### config.mk
export PLATFORM = sky130hd
export DESIGN_NAME = key_debouncer
export DESIGN_NICKNAME = d
export VERILOG_FILES = /design/src/rtl/key_debouncer.sv
export SDC_FILE = /design/constraint.sdc
export NUM_CORES = 1
export LEC_CHECK = 0
export ABC_AREA = 1
export CORE_UTILIZATION = 61
export CTS_CLUSTER_SIZE = 12
export DETAILED_ROUTE_END_ITERATION = 10
export PLACE_DENSITY = 0.77
export SLEW_MARGIN = 20
export SYNTH_ARGS = -nofsm -noshare
export SYNTH_HDL_FRONTEND = slang
export SYNTH_SLANG_ARGS = --single-unit
export TNS_END_PERCENT = 30
### constraint.sdc
create_clock -name CLOCK_50 -period 2 [get_ports CLOCK_50]
set_clock_uncertainty 0.05 [all_clocks]
set_input_delay 0.4 -clock CLOCK_50 [delete_from_list [all_inputs] [get_ports CLOCK_50]]
set_output_delay 0.4 -clock CLOCK_50 [all_outputs]
set_load 0.005 [all_outputs]
### src/rtl/key_debouncer.sv
// Pushbutton conditioner: per-key 2-flop synchroniser plus debounce FSM,
// producing a clean active-low level and 1-cycle press/release strobes.
module key_debouncer #(
  parameter int N_KEYS          = 2,
  parameter int DEBOUNCE_CYCLES = 1000000,
  parameter int CNT_W           = 20
) (
  input  logic              CLOCK_50,
  input  logic              Resetn,
  input  logic [N_KEYS-1:0] KEY_raw,
  output logic [N_KEYS-1:0] KEY_clean,
  output logic [N_KEYS-1:0] key_press,
  output logic [N_KEYS-1:0] key_release
);

  typedef enum logic [1:0] {REL, PRESS_W, PRSD, REL_W} state_t;

  localparam logic [CNT_W-1:0] CNT_LAST = CNT_W'(DEBOUNCE_CYCLES - 1);
  // With a one-cycle window the first new sample already qualifies.
  localparam bit ONE_SAMPLE = (DEBOUNCE_CYCLES == 1);

  logic [N_KEYS-1:0] s1;
  logic [N_KEYS-1:0] s2;

  // Sync flops idle high so a released key does not look like a press after reset.
  always_ff @(posedge CLOCK_50 or negedge Resetn) begin
    if (!Resetn) begin
      s1 <= '1;
      s2 <= '1;
    end else begin
      s1 <= KEY_raw;
      s2 <= s1;
    end
  end

  for (genvar i = 0; i < N_KEYS; i++) begin : g_chan
    state_t           state, state_nxt;
    logic [CNT_W-1:0] cnt, cnt_nxt;
    logic             clean_q, clean_nxt;
    logic             press_q, press_nxt;
    logic             release_q, release_nxt;

    always_ff @(posedge CLOCK_50 or negedge Resetn) begin
      if (!Resetn) begin
        state     <= REL;
        cnt       <= '0;
        clean_q   <= 1'b1;
        press_q   <= 1'b0;
        release_q <= 1'b0;
      end else begin
        state     <= state_nxt;
        cnt       <= cnt_nxt;
        clean_q   <= clean_nxt;
        press_q   <= press_nxt;
        release_q <= release_nxt;
      end
    end

    // Any opposite sample during a wait state throws the partial count away.
    always_comb begin
      state_nxt   = state;
      cnt_nxt     = cnt;
      clean_nxt   = clean_q;
      press_nxt   = 1'b0;
      release_nxt = 1'b0;
      case (state)
        REL: begin
          clean_nxt = 1'b1;
          if (!s2[i]) begin
            if (ONE_SAMPLE) begin
              state_nxt = PRSD;
              clean_nxt = 1'b0;
              press_nxt = 1'b1;
              cnt_nxt   = '0;
            end else begin
              state_nxt = PRESS_W;
              cnt_nxt   = CNT_W'(1);
            end
          end else begin
            cnt_nxt = '0;
          end
        end
        PRESS_W: begin
          clean_nxt = 1'b1;
          if (s2[i]) begin
            state_nxt = REL;
            cnt_nxt   = '0;
          end else if (cnt == CNT_LAST) begin
            state_nxt = PRSD;
            clean_nxt = 1'b0;
            press_nxt = 1'b1;
            cnt_nxt   = '0;
          end else begin
            cnt_nxt = cnt + CNT_W'(1);
          end
        end
        PRSD: begin
          clean_nxt = 1'b0;
          if (s2[i]) begin
            if (ONE_SAMPLE) begin
              state_nxt   = REL;
              clean_nxt   = 1'b1;
              release_nxt = 1'b1;
              cnt_nxt     = '0;
            end else begin
              state_nxt = REL_W;
              cnt_nxt   = CNT_W'(1);
            end
          end
        end
        REL_W: begin
          clean_nxt = 1'b0;
          if (!s2[i]) begin
            state_nxt = PRSD;
            cnt_nxt   = '0;
          end else if (cnt == CNT_LAST) begin
            state_nxt   = REL;
            clean_nxt   = 1'b1;
            release_nxt = 1'b1;
            cnt_nxt     = '0;
          end else begin
            cnt_nxt = cnt + CNT_W'(1);
          end
        end
        default: begin
          state_nxt = REL;
          cnt_nxt   = '0;
          clean_nxt = 1'b1;
        end
      endcase
    end

    assign KEY_clean[i]   = clean_q;
    assign key_press[i]   = press_q;
    assign key_release[i] = release_q;
  end

endmodule

==> flow_metrics.py <==
metrics = {
    "run_status": {
        "outcome": "finished, final reports clean",
    },
    "detailed_routing": {
        "first_pass_iters": 4,
        "wl_per_cell_microns": 12.7,
        "drc_errors": 0,
        "vias_per_cell": 5.12,
        "vias": 2670,
        "ant_nets": 0,
        "routed_wl_microns": 6590,
        "drt_iter0_drc": 161,
    },
    "setup_path": {
        "cp-end-kind": "primary output",
        "critical-path-slowest-cell": "dfstp_2",
        "worstPathRequired_ns": 1.55,
        "cp_max_fo": 1,
        "slowest_delay_ns": 0.54,
        "critPathLaunchType": "flip-flop",
        "crit_chain": "clkdlybuf4s50_1",
        "critPathTopFamily": "flip-flops",
        "worstSetupPathType": "reg2out",
        "crit_buf_inv": 1,
        "cp_data_arrival_time_ns": 1.34,
    },
    "timing": {
        "finalSetupViolCount": 0,
        "tightest_slew_ns": 0.508,
        "finalCritPeriodShare": 0.896,
        "finalSetupTns_ns": 0,
        "relSlewSlack": 0.662,
        "grt_setup_unrepaired": "no",
        "slew_viol_final": 0,
        "fmax_mhz": 558,
        "period_minus_slack_ns": 1.79,
        "hold_violations": 0,
    },
    "grt": {
        "overflow": 0,
        "grt_max_degree": 23,
        "grt_pass1_wl_microns": 10900,
        "grt_antenna_before_repair": 0,
        "grt_usage": 0.260,
        "grt_pass1_vias": 2506,
    },
    "die": {
        "die_w_microns": 74.5,
        "core_sq_um": 5070,
        "initial_core_util": 0.631,
        "die_y_microns": 74.5,
        "io_pins": 10,
        "die-area_sq_um": 5550,
        "num_rows": 26,
    },
    "layout": {
        "finalInstanceArea_sq_um": 3450,
        "antennaDiodeCount": 0,
        "area_growth_pct": 7.58,
        "finalCoreUtilization": 0.679,
        "fin_cells": 521,
        "finalNetCount": 456,
        "layout_commonest_cell": "nand2_1",
        "multi_input_area_sq_um": 1550,
        "nFillCells": 452,
        "drive_above_1_share": 0.118,
        "seq_area_sq_um": 1360,
        "most-common-layout-cells": "nand2_1, nor2_1, dfrtp_1, inv_1, nand3_1",
    },
    "synthesis": {
        "ys_types": 39,
        "synthSimpleGateAreaFrac": 0.394,
        "syn_area_per_cell_sq_um": 7.30,
        "netlist.area_leader.share": 0.375,
        "synth_area_leaders": "dfrtp_1, nand2_1, nor2_1",
        "seq_area_frac_synth": 0.424,
        "synth_area_sq_um": 3200,
        "synth.largest_area_cell": "dfrtp_1",
        "yosys-mux-area-fraction": 0,
        "synth_fa_ha_area_frac": 0.00781,
        "synth_top_family_by_area": "simple AND/OR/NAND/NOR gates",
        "syn-num-nets": 445,
        "syn-instance-count": 439,
        "yosysWarningCount": 0,
        "synth_xor_area_frac": 0.0246,
        "synth_compound_area_frac": 0.0570,
        "ys_ff_latch": 54,
    },
    "pwr": {
        "irDropWorstVdd_mv": 0.358,
        "p_total_uw": 1940,
        "powerDensity_nw_per_um2": 562,
        "leakage_uw": 0.00155,
    },
    "cts": {
        "cts_num_sinks": 54,
        "clk_pin_slew_ns": 0.10,
        "htreeDepth": 2,
        "cts_made_buffers": 5,
        "ctsHoldBuffers": 1,
        "cts_resized": 0,
        "clk_path_buf_depth": 2,
        "cts_root_buffer": "clkbuf_8",
        "tritoncts": "done",
        "clk_latency_ns": 0.31,
        "post_cts_buffers": 0,
    },
    "place": {
        "gp_congestion": 0.930,
        "hpwlAfterDp_microns": 5050,
        "place_area_sq_um": 3330,
        "port_buffers": 9,
        "place_inst": 512,
    },
    "worst_hold_path": {
        "hp-class": "reg2reg",
    },
    "run": {
        "drv_cap": 0,
    },
}
[power by group]
part,switching [uW],internal (uW)
logic,74.1,33.0
registers,23.7,1110
clock network,345,350
[final cells by class]
class	instances	area share
clock buffer	8	0.0320
inverter	57	0.0650
multi-input combinational	319	0.449
sequential	54	0.394
tap	70	0.0254
timing repair buffer	13	0.0341
[metrics by stage]
stage	hold WS [ns]	setup slack [ns]
floorplan	0.0544	0.541
global placement	0.295	0.430
detailed placement	0.299	0.371
CTS	0.306	0.193
global route	0.313	0.186
finish	0.300	0.208
[synth_stat cells (all sizes together)]
| master | n |
|---|---|
| nor2 | 74 |
| clkinv | 1 |
| or2 | 1 |
| nand4 | 11 |
| and2 | 1 |
| ha | 2 |
| dfrtp | 48 |
| nand2 | 142 |
| o211ai | 1 |
| a21oi | 4 |
| a21o | 1 |
| nor3b | 1 |
| o22ai | 3 |
| nor2b | 1 |
| xnor2 | 3 |
| nand3b | 2 |
| dfstp | 6 |
| xor2 | 6 |
| buf | 9 |
| o21ai | 16 |
| nor3 | 6 |
| o21bai | 5 |
| nand3 | 38 |
| o31ai | 1 |
| inv | 56 |
[worst paths after layout]
| path | from | endpoint | slack, ns | depth (start not counted) |
|---|---|---|---|---|
| max | g_chan[0].clean_q | KEY_clean[0] | 0.21 | 1 |
| min reg2reg | s1[0] | s2[0] | 0.30 | 0 |
| max reg2reg | g_chan[0].cnt[0] | g_chan[0].cnt[14] | 0.35 | 8 |
| min in group asynchronous | Resetn | g_chan[0].release_q | 0.53 | 2 |
| min | s1[0] | s2[0] | 0.30 | 0 |
| max in group asynchronous | Resetn | g_chan[1].clean_q | 0.68 | 3 |
[kinds of logic after synthesis]
logic type	Yosys count
compound gates	31
xor+xnor	9
fa+ha+maj	2
buf+inv	66
flops	54
simple gates	277
[layer usage]
metal  track usage  vias to the layer above  routed length (microns)
li1              -                     1396                        -
met1         0.305                     1223                     2810
met2         0.473                       37                     3460
met3        0.0434                       14                      157
met4        0.0985                        0                      168
met5             0                        -                        0
[flip-flops by register name, indices dropped and copies added (netlist names), named ones only]
name and count:
g_chan.press_q 2, s2 2, g_chan.cnt 40, g_chan.state 2, g_chan.release_q 2, s1 2, g_chan.clean_q 2
Note: power is estimated with default switching activity, not from simulation.
